**config.mk**
```make
export PLATFORM = sky130hd
export DESIGN_NAME = neuron_layer_sequencer_flat
export DESIGN_NICKNAME = d
export VERILOG_FILES = /design/src/rtl/nn_pkg.sv /design/src/rtl/neuron_layer_sequencer_if.sv /design/src/rtl/nn_tag_pipe.sv /design/src/rtl/neuron_layer_sequencer.sv /design/src/flat_wrapper.sv
export SDC_FILE = /design/constraint.sdc
export NUM_CORES = 1
export LEC_CHECK = 0
export BUFFER_PORTS_ARGS = -buffer_cell sky130_fd_sc_hd__buf_2
export CORE_AREA = 2 2 262 264
export CTS_BUF_LIST = sky130_fd_sc_hd__clkbuf_16
export CTS_CLUSTER_SIZE = 40
export DETAILED_ROUTE_END_ITERATION = 10
export DIE_AREA = 0 0 264 266
export GPL_ROUTABILITY_DRIVEN = 0
export PLACE_DENSITY_LB_ADDON = 0.05
export SYNTH_ARGS = -nofsm -noshare
export SYNTH_HDL_FRONTEND = slang
export SYNTH_SLANG_ARGS = --single-unit
```
**constraint.sdc**
```tcl
create_clock -name clk -period 1.7 [get_ports clk]
set_input_delay 0.255 -clock clk [delete_from_list [all_inputs] [get_ports clk]]
set_output_delay 0.255 -clock clk [all_outputs]
set_load 0.02 [all_outputs]
```
**src/rtl/nn_pkg.sv**
```systemverilog
`default_nettype none
// ============================================================================
//  Module      : nn_pkg
//  Description : Shared constants and types for the neuron layer sequencer:
//                datapath lane width and fan-in, weight ROM word layout,
//                sequencer FSM encoding and the in-flight neuron tag.
//  Revision    : 1.0  initial release
// ============================================================================
package nn_pkg;

  // Datapath lane width (17-bit signed fixed point) and neuron fan-in.
  localparam int W_BITS = 17;
  localparam int N_IN   = 7;

  // Weight ROM word layout: {w[N_IN-1..0], bias}.
  localparam int BIAS_LSB = 0;
  localparam int W_LSB    = 17;
  localparam int ROM_W    = W_BITS * (N_IN + 1);

  // The tag index field is sized for the widest supported ROM address, so
  // one struct serves every AW <= TAG_IDX_W.
  localparam int TAG_IDX_W = 8;

  typedef enum logic [1:0] {
    S_IDLE  = 2'd0,
    S_ISSUE = 2'd1,
    S_DRAIN = 2'd2,
    S_FIN   = 2'd3
  } seq_state_e;

  typedef struct packed {
    logic                 valid;
    logic [TAG_IDX_W-1:0] index;
  } tag_t;

endpackage
`default_nettype wire

```
**src/rtl/neuron_layer_sequencer_if.sv**
```systemverilog
`default_nettype none
// ============================================================================
//  Module      : neuron_layer_sequencer_if
//  Description : Bus bundle between the sequencer and its weight ROM plus
//                the pipelined neuron datapath.
//                  w_rd_en  : ROM read strobe            (master -> slave)
//                  w_addr   : ROM address = neuron index (master -> slave)
//                  w_rdata  : ROM word, one cycle after w_rd_en (slave -> master)
//                  neu_x    : neuron x vector            (master -> slave)
//                  neu_w    : neuron weight vector       (master -> slave)
//                  neu_bias : neuron bias                (master -> slave)
//                  neu_y    : neuron activation          (slave -> master)
//  Revision    : 1.0  initial release
// ============================================================================
interface neuron_layer_sequencer_if #(
  parameter int AW = 3
);
  import nn_pkg::*;

  logic                     w_rd_en;
  logic [AW-1:0]            w_addr;
  logic [ROM_W-1:0]         w_rdata;
  logic [W_BITS*N_IN-1:0]   neu_x;
  logic [W_BITS*N_IN-1:0]   neu_w;
  logic [W_BITS-1:0]        neu_bias;
  logic [W_BITS-1:0]        neu_y;

  modport master (
    output w_rd_en, w_addr, neu_x, neu_w, neu_bias,
    input  w_rdata, neu_y
  );

  modport slave (
    input  w_rd_en, w_addr, neu_x, neu_w, neu_bias,
    output w_rdata, neu_y
  );

endinterface
`default_nettype wire

```
**src/rtl/nn_tag_pipe.sv**
```systemverilog
`default_nettype none
// ============================================================================
//  Module      : nn_tag_pipe
//  Description : Delay line of DEPTH stages carrying {valid, index} tags in
//                lock-step with neurons travelling through the datapath.
//  Ports       : clk, rst  - clock, synchronous active-high reset
//                tag_in    - tag entering stage 0
//                tag_out   - tag leaving the last stage
//                empty     - no tag remains in flight once the tag currently
//                            at the output has been consumed
//  Revision    : 1.0  initial release
// ============================================================================
module nn_tag_pipe
  import nn_pkg::*;
#(
  parameter int DEPTH = 8
) (
  input  wire logic clk,
  input  wire logic rst,
  input  wire tag_t tag_in,
  output tag_t      tag_out,
  output logic      empty
);

  tag_t stage_q [DEPTH];
  tag_t stage_d [DEPTH];

  always_comb begin
    stage_d[0] = tag_in;
    for (int i = 1; i < DEPTH; i++) begin
      stage_d[i] = stage_q[i-1];
    end
  end

  always_ff @(posedge clk) begin
    if (rst) begin
      for (int i = 0; i < DEPTH; i++) begin
        stage_q[i] <= '0;
      end
    end else begin
      stage_q <= stage_d;
    end
  end

  assign tag_out = stage_q[DEPTH-1];

  // The output stage is excluded: it retires this cycle, which lets the
  // sequencer leave DRAIN in the same cycle the last result is captured.
  always_comb begin
    empty = 1'b1;
    for (int i = 0; i < DEPTH - 1; i++) begin
      if (stage_q[i].valid) begin
        empty = 1'b0;
      end
    end
  end

endmodule
`default_nettype wire

```
**src/rtl/neuron_layer_sequencer.sv**
```systemverilog
`default_nettype none
// ============================================================================
//  Module      : neuron_layer_sequencer
//  Description : Time-multiplexes one pipelined 7-input neuron across all
//                neurons of a layer. Issues one ROM read per neuron, tracks
//                in-flight neurons with a tag pipe and gathers each
//                activation into a packed layer output vector.
//  Ports       : clk, rst     - clock, synchronous active-high reset
//                start        - begin a run (sampled only in IDLE)
//                n_neurons    - neurons this run, clamped to NMAX
//                x_in         - layer input vector, latched on start
//                busy, done   - run in progress / one-cycle end pulse
//                bus          - ROM and neuron datapath bundle (master side)
//                y_out        - packed results, lane k = [17k+16:17k]
//                cycles_last  - cycles from start to done, inclusive
//  Options     : SEQ_PERF_CNT_EN - when defined, cycles_last reports the
//                length of the last run; otherwise it is tied to 0.
//  Revision    : 1.0  initial release
// ============================================================================
module neuron_layer_sequencer
  import nn_pkg::*;
#(
  parameter int NMAX     = 7,
  parameter int PIPE_LAT = 7,
  parameter int AW       = 3
) (
  input  wire logic                       clk,
  input  wire logic                       rst,
  input  wire logic                       start,
  input  wire logic [3:0]                 n_neurons,
  input  wire logic [W_BITS*N_IN-1:0]     x_in,
  output logic                            busy,
  output logic                            done,
  neuron_layer_sequencer_if.master        bus,
  output logic [W_BITS*NMAX-1:0]          y_out,
  output logic [15:0]                     cycles_last
);

  seq_state_e                 state_q, state_d;
  logic [AW-1:0]              idx_q, idx_d;
  logic [3:0]                 n_eff_q, n_eff_d;
  logic [W_BITS*N_IN-1:0]     x_q, x_d;
  logic [W_BITS*NMAX-1:0]     y_q, y_d;

  logic [3:0]                 n_clamp;
  logic                       last_issue;
  tag_t                       tag_in;
  tag_t                       tag_out;
  logic                       pipe_empty;

  assign n_clamp    = (32'(n_neurons) > NMAX) ? 4'(NMAX) : n_neurons;
  assign last_issue = ((32'(idx_q) + 1) == 32'(n_eff_q));

  // --------------------------------------------------------------------------
  // Sequencer FSM
  // --------------------------------------------------------------------------
  always_comb begin
    state_d = state_q;
    idx_d   = idx_q;
    n_eff_d = n_eff_q;
    x_d     = x_q;
    tag_in  = '0;
    case (state_q)
      S_IDLE: begin
        if (start) begin
          x_d     = x_in;
          n_eff_d = n_clamp;
          idx_d   = '0;
          state_d = (n_clamp == 4'd0) ? S_FIN : S_ISSUE;
        end
      end
      S_ISSUE: begin
        tag_in.valid = 1'b1;
        tag_in.index = TAG_IDX_W'(idx_q);
        if (last_issue) begin
          idx_d   = '0;
          state_d = S_DRAIN;
        end else begin
          idx_d   = idx_q + AW'(1);
        end
      end
      S_DRAIN: begin
        if (pipe_empty) begin
          state_d = S_FIN;
        end
      end
      S_FIN: begin
        state_d = S_IDLE;
      end
      default: begin
        state_d = S_IDLE;
      end
    endcase
  end

  always_ff @(posedge clk) begin
    if (rst) begin
      state_q <= S_IDLE;
      idx_q   <= '0;
      n_eff_q <= '0;
      x_q     <= '0;
    end else begin
      state_q <= state_d;
      idx_q   <= idx_d;
      n_eff_q <= n_eff_d;
      x_q     <= x_d;
    end
  end

  assign busy         = (state_q == S_ISSUE) || (state_q == S_DRAIN);
  assign done         = (state_q == S_FIN);
  assign bus.w_rd_en  = (state_q == S_ISSUE);
  assign bus.w_addr   = idx_q;
  assign bus.neu_x    = x_q;
  assign bus.neu_w    = bus.w_rdata[W_LSB +: W_BITS*N_IN];
  assign bus.neu_bias = bus.w_rdata[BIAS_LSB +: W_BITS];

  // --------------------------------------------------------------------------
  // In-flight tracking: one extra stage covers the ROM read latency.
  // --------------------------------------------------------------------------
  nn_tag_pipe #(
    .DEPTH (1 + PIPE_LAT)
  ) u_tag_pipe (
    .clk     (clk),
    .rst     (rst),
    .tag_in  (tag_in),
    .tag_out (tag_out),
    .empty   (pipe_empty)
  );

  // --------------------------------------------------------------------------
  // Result collection: only the lane named by a valid retiring tag changes.
  // --------------------------------------------------------------------------
  always_comb begin
    y_d = y_q;
    if (tag_out.valid) begin
      for (int k = 0; k < NMAX; k++) begin
        if (tag_out.index == TAG_IDX_W'(k)) begin
          y_d[W_BITS*k +: W_BITS] = bus.neu_y;
        end
      end
    end
  end

  always_ff @(posedge clk) begin
    if (rst) begin
      y_q <= '0;
    end else begin
      y_q <= y_d;
    end
  end

  assign y_out = y_q;

  // --------------------------------------------------------------------------
  // Run-length counter
  // --------------------------------------------------------------------------
`ifdef SEQ_PERF_CNT_EN
  logic [15:0] cnt_q, cnt_d;
  logic [15:0] cycles_last_q, cycles_last_d;
  logic [16:0] run_len;

  // The counter only covers busy cycles; the start cycle and the done cycle
  // are added when the result is loaded.
  assign run_len = {1'b0, cnt_q} + 17'd2;

  always_comb begin
    cnt_d         = cnt_q;
    cycles_last_d = cycles_last_q;
    if ((state_q == S_IDLE) && start) begin
      cnt_d = '0;
    end else if (busy && (cnt_q != 16'hFFFF)) begin
      cnt_d = cnt_q + 16'd1;
    end
    if (state_q == S_FIN) begin
      cycles_last_d = run_len[16] ? 16'hFFFF : run_len[15:0];
    end
  end

  always_ff @(posedge clk) begin
    if (rst) begin
      cnt_q         <= '0;
      cycles_last_q <= '0;
    end else begin
      cnt_q         <= cnt_d;
      cycles_last_q <= cycles_last_d;
    end
  end

  assign cycles_last = cycles_last_q;
`else
  assign cycles_last = '0;
`endif

endmodule
`default_nettype wire

```
**src/flat_wrapper.sv**
```systemverilog
// flat-port wrapper written by rule: the top's interface ports become plain ports
module neuron_layer_sequencer_flat import nn_pkg::*;
#(
  parameter int NMAX     = 7,
  parameter int PIPE_LAT = 7,
  parameter int AW       = 3
)
  (clk, rst, start, n_neurons, x_in, busy, done, y_out, cycles_last, bus_w_rd_en, bus_w_addr, bus_neu_x, bus_neu_w, bus_neu_bias, bus_w_rdata, bus_neu_y);
  neuron_layer_sequencer_if #(.AW(AW)) bus_i ();
  input  wire logic clk;
  input  wire logic rst;
  input  wire logic start;
  input  wire logic [3:0] n_neurons;
  input  wire logic [W_BITS*N_IN-1:0] x_in;
  output logic busy;
  output logic done;
  output logic [W_BITS*NMAX-1:0] y_out;
  output logic [15:0] cycles_last;
  output wire logic [$bits(bus_i.w_rd_en)-1:0] bus_w_rd_en;
  output wire logic [$bits(bus_i.w_addr)-1:0] bus_w_addr;
  output wire logic [$bits(bus_i.neu_x)-1:0] bus_neu_x;
  output wire logic [$bits(bus_i.neu_w)-1:0] bus_neu_w;
  output wire logic [$bits(bus_i.neu_bias)-1:0] bus_neu_bias;
  input wire logic [$bits(bus_i.w_rdata)-1:0] bus_w_rdata;
  input wire logic [$bits(bus_i.neu_y)-1:0] bus_neu_y;
  assign bus_w_rd_en = bus_i.w_rd_en;
  assign bus_w_addr = bus_i.w_addr;
  assign bus_neu_x = bus_i.neu_x;
  assign bus_neu_w = bus_i.neu_w;
  assign bus_neu_bias = bus_i.neu_bias;
  assign bus_i.w_rdata = bus_w_rdata;
  assign bus_i.neu_y = bus_neu_y;
  neuron_layer_sequencer #(.NMAX(NMAX), .PIPE_LAT(PIPE_LAT), .AW(AW)) u_core (.clk(clk), .rst(rst), .start(start), .n_neurons(n_neurons), .x_in(x_in), .busy(busy), .done(done), .bus(bus_i), .y_out(y_out), .cycles_last(cycles_last));
endmodule
```
# [After elaboration in Yosys (flattened, before gate mapping)]
# Cells that the tools add are included.
[classes] n_eq_ne=13 reduce_logical=16 n_bitwise=1 add_sub_neg=2 muxes=17 magnitude_cmp=1
[op_table] operator="$eq 32x4->1" count=1
[op_table] operator="$eq 8x3->1 const B" count=3
[op_table] operator="$reduce_and 2->1" count=9
[op_table] operator="$eq 8x2->1 const B" count=2
[op_table] operator="$mux 9" count=1
[op_table] operator="$eq 8x1->1 const B" count=1
[op_table] operator="$logic_not 8->1" count=1
[op_table] operator="$mux 2" count=4
[op_table] operator="$pmux 2 s4" count=1
[op_table] operator="$mux 1" count=7
[op_table] operator="$mux 3" count=2
[op_table] operator="$pmux 3 s2" count=1
[op_table] operator="$add 3x1->4 const B" count=1
[op_table] operator="$eq 2x2->1 const B" count=2
[op_table] operator="$gt 4x3->1 const B" count=1
[op_table] operator="$logic_not 4->1" count=1
[op_table] operator="$mux 4" count=1
[op_table] operator="$ne 2x1->1 const B" count=2
[op_table] operator="$add 3x1->3 const B" count=1
[op_table] operator="$reduce_and 3->1" count=1
[op_table] operator="$eq 2x1->1 const B" count=1
[op_table] operator="$logic_not 2->1" count=1
[op_table] operator="$ne 2x2->1 const B" count=1
[op_table] operator="$reduce_bool 2->1" count=1
[op_table] operator="other kinds (3)" count=3
[word_totals] reg_bits=319 output_inout_bits=396 inputBits=279

# [Logic depth before layout (Yosys ltp)]
[logic_depth] depth_word=9 ltp_mapped=8

# [Cells and area by module]
# Synthesis repeated with hierarchy kept, for this count alone.
[hier_totals] hier_cells=1346 area_unflattened_um2=11933.9
[modules_own_cells] mod="neuron_layer_sequencer" cells_per_inst=1192 instances=1 area_per_inst_um2=9984.6
[modules_own_cells] mod="nn_tag_pipe" cells_per_inst=154 instances=1 area_per_inst_um2=1949.4

# [Worst setup path before layout]
# Ideal clock, no wire load.
[synth_path] path_kind="flip-flop to flip-flop" startpoint="reg u_core.idx_q[0], in the netlist u_core.bus.w_addr[0]" endpoint="reg u_core.idx_q[2], in the netlist u_core.bus.w_addr[2]" required_time_ps=1578 path_stages_with_launch=6 period_less_slack_ps=1760 path_slack_ps=-60 t_arrival_ps=1639 cell_sequence="dfxtp_1 ha_1 xor3_2 nor3_1 a21oi_1 a221o_1"
[synth_between] elab_chain_cells=4 word_cells_on_any_way=5 classes_between="add/sub (2); eq/ne (1); mux (2)"
[synth_lines] item="from (decl)" line="neuron_layer_sequencer.sv:40" text="logic [AW-1:0] idx_q, idx_d;"
[synth_lines] item="from (signal assigned)" line="neuron_layer_sequencer.sv:104" text="idx_q <= idx_d;"
[synth_lines] item="$add 3x1->4" line="neuron_layer_sequencer.sv:52" text="assign last_issue = ((32'(idx_q) + 1) == 32'(n_eff_q));"
[synth_lines] item="$eq 32x4->1" line="neuron_layer_sequencer.sv:52"
[synth_lines] item="$mux 3 (*)" line="neuron_layer_sequencer.sv:75" text="if (last_issue) begin"
[synth_lines] item="$pmux 3 s2 (*)" line="neuron_layer_sequencer.sv:63" text="case (state_q)"
# Every way passes the cells marked *; elsewhere a longest branch is shown, timed or not.
# A chain may end at the register's enable or synchronous reset.

# [Worst setup path in the final report]
[layout_path] startpoint="reg u_core.state_q[0]" endpoint="out busy"
[layout_between] elab_chain_cells=2 word_cells_on_any_way=3 classes_between="eq/ne (2); reduce/logical (1)"
[layout_lines] item="from (decl)" line="neuron_layer_sequencer.sv:39" text="seq_state_e state_q, state_d;"
[layout_lines] item="from (signal assigned)" line="neuron_layer_sequencer.sv:103" text="state_q <= state_d;"
[layout_lines] item="$eq 2x1->1 / $eq 2x2->1 (equally long branches)" line="neuron_layer_sequencer.sv:110" text="assign busy = (state_q == S_ISSUE) || (state_q == S_DRAIN);"
[layout_lines] item="$logic_or 1x1->1 (*)" line="neuron_layer_sequencer.sv:110"
[layout_lines] item="to (decl)" line="flat_wrapper.sv:15" text="output logic busy;"
# Marks and branches as above.

==> flow_metrics.tcl <==
set metrics [dict create \
    rows 96 \
    p_per_area_mw_per_mm2 1243 \
    synth_edf_count 0 \
    drt_iter0_markers 396 \
    syn_area_per_cell_um2 8.084 \
    via_per_inst 3.806 \
    post_drt_wl_per_cell_um 17.98 \
    grt_pass1_vias 10090 \
    synth_area_leaders "dfxtp_1 (52%), nand2_1 (17%), a21oi_1 (11%)" \
    pwr-share-comb_pct 21.1 \
    wl_um 46920 \
    path_max_fanout 3 \
    drc_errors 0 \
    clk_latency_ps 560 \
    die_y_um 266 \
    status "finished clean" \
    arrival_ps 1370 \
    grt_usage_pct 12.88 \
    die_w_um 264 \
    synth-seq-cells 279 \
    cts-htree-levels 2 \
    grt_pass1_wl_um 68150 \
    yosysSeqAreaShare_pct 52.03 \
    start_util_pct 15.85 \
    dr.pass1.iters 5 \
    hold_violations 0 \
    async_flop_share_pct 0 \
    p_leak_nw 6.475 \
    p_sw_w 0.006073 \
    finalNetCount 1988 \
    final_util_pct 22.53 \
    cts.path.max_buffers 3 \
    antenna_left 0 \
    preCtsSetupSlack_ps 42.56 \
    startpoint_type "flip-flop" \
    cts_tree "yes" \
    antenna_found_initial 1 \
    whs_ps 43.06 \
    grt-ovfl-total 0 \
    grt_start_max_net_pins 108 \
    ys_warn_count 0 \
    cts_made_buffers 40 \
    irDropWorstVdd_mv 0.6891 \
    fmax_mhz 615.3 \
    rsz0062_at_grt "true" \
    internal_power_w 0.01289 \
    synth.largest_area_cell "dfxtp_1" \
    p_seq_share_pct 39.0 \
    setup_violations 0 \
    period_needed_ps 1625 \
    worst_pin_slew_ps 594.7 \
    cp.required_ps 1440 \
    post-route-period-util_pct 95.60 \
    io_pins 675 \
    vias 9934 \
    synth_area_mm2 0.01074 \
    syn2layout_area_growth_pct 42.18 \
    core_mm2 0.06775 \
    fin_ws_ps 74.86 \
    hpwl_um 32870 \
    end_kind "primary output" \
    worst_clock_skew_ps 19.51 \
    yosysUniqueCellTypes 36 \
    port-buffer-count 386 \
    min_path_type "input pin to flip-flop" \
    netlist.area_leader.share_pct 52.03 \
    fin_area_mm2 0.01526 \
    swShare_pct 32.02 \
    max_slew_margin_pct 60.35 \
    maxCapViolCount 0 \
    synth_top_flop_cell "dfxtp_1" \
    cts.clk_slew.worst_paths_ps 60 \
    p_clk_share_pct 39.8 \
    tritoncts_num_sinks 279 \
    setup.worst_path.class "flip-flop to primary output" \
    placed_area_mm2 0.01281 \
    die-area_mm2 0.07022 \
    drive_gt1_share_pct 28.66 \
    cts-root-buf "clkbuf_16" \
    synth_cells 1328 \
    post_cts_buffers 0 \
    slew_violations 0 \
]
## path summary, 6_finish.rpt
check	cells past startpoint	to	slack, ps	start
setup / recovery	3	busy	70	u_core.state_q[0]
hold / removal	3	u_core.n_eff_q[0]	40	n_neurons[3]
setup reg to reg	5	u_core.bus.w_addr[2]	90	u_core.bus.w_addr[0]
hold reg to reg	1	u_core.u_tag_pipe.stage_d[27]	430	u_core.u_tag_pipe.stage_d[36]
## power by group through the flow
| stage | Sequential (W) | Combinational (W) | Clock, W |
|---|---|---|---|
| after floorplan | 0.00812 | 0.00193 | 0 |
| after global placement | 0.00751 | 0.00381 | 0 |
| after detailed placement | 0.00752 | 0.00378 | 0 |
| after CTS | 0.00741 | 0.00410 | 0.00796 |
| after global routing | 0.00748 | 0.00441 | 0.00819 |
| final | 0.00740 | 0.00401 | 0.00755 |
## cells by family (layout without fill, tap and decap cells)
| kind of cell | count (synthesis) | after routing | synth area share, % |
|---|---|---|---|
| DFF | 279 | 279 | 52.03 |
| AOI/OAI and AO/OA | 251 | 251 | 12.13 |
| buffers and inverters | 232 | 616 | 13.65 |
| xor gates and xnor gates | 4 | 4 | 0.4779 |
| other | 1 | 17 | 0.03493 |
| adders and majority gates | 5 | 5 | 0.5828 |
| muxes | 3 | 3 | 0.3030 |
| and+or+nand+nor | 553 | 553 | 20.79 |
## cells in the final DEF, fill, tap and decap left out, drive strengths merged, types with 4 or more instances in the layout
cell	instances
a21oi	239
inv	10
clkbuf	42
nor2b	34
nand3	6
nand2	483
and2	4
ha	5
nand2b	5
nor2	12
conb	16
dlygate4sd3	125
a211oi	4
buf	422
dfxtp	279
nor3	4
clkinv	14
## layout make-up
type / instances / area (um^2)
well taps: 882 / 1104
flip-flops and latches: 279 / 5594
diodes: 1 / 2.502
inverters: 3 / 11.26
fillers: 7657 / 52480
repair buffers: 548 / 3613
clock inverters: 24 / 118.9
multi-input cells: 832 / 3794
clock buffers: 41 / 1026
## worst max-delay path: stages (launching register included)
cell and delay (ps):
dfxtp_4 370, inv_2 60, ha_4 270, buf_6 110
## per-stage QoR
stage               cells  power [W]  TNS, ps
floorplan            1343    0.01006        0
global placement     2419    0.01131        0
detailed placement   2419    0.01130        0
CTS                  2609    0.01947        0
global route         2610    0.02008   -22.73
finish               2610    0.01897        0
## registers in the layout (all words and copies together), names as in the netlist
| register | count |
|---|---|
| u_core.bus.neu_x | 119 |
| u_core.bus.w_addr | 3 |
| u_core.n_eff_q | 4 |
| u_core.state_q | 2 |
| u_core.u_tag_pipe.stage_d | 28 |
| u_core.u_tag_pipe.tag_out | 4 |
| u_core.y_out | 119 |
## timing repair
item / in CTS / in global routing
endpoints found under the hold margin: 123 / 0
setup endpoints to repair: 2 / 4
gates resized for setup: 10 / 3
pin swaps: 0 / 2
hold buffers: 125 / 0
## routing by layer
metal	GRT usage [%]	wire, um	up-vias
li1	-	-	4831
met1	16.06	20520	4583
met2	19.24	20080	472
met3	6.932	5484	48
met4	3.302	843	0
met5	0.06930	0	-
## cells in the mapped netlist, types with 2 or more instances
| master | instances |
|---|---|
| nand2_1 | 483 |
| dfxtp_1 | 279 |
| a21oi_1 | 239 |
| buf_4 | 152 |
| clkbuf_1 | 55 |
| nor2b_1 | 34 |
| buf_2 | 19 |
| nor2_1 | 8 |
| nand3_1 | 6 |
| ha_1 | 5 |
| nand2b_1 | 5 |
| a211oi_1 | 4 |
| and2_1 | 4 |
| nor2_2 | 4 |
| buf_1 | 3 |
| inv_1 | 3 |
| and3_1 | 2 |
| nor3_1 | 2 |
| nor3_2 | 2 |
| o31ai_1 | 2 |
| xor2_1 | 2 |
Note: power is estimated with default switching activity, not from simulation.
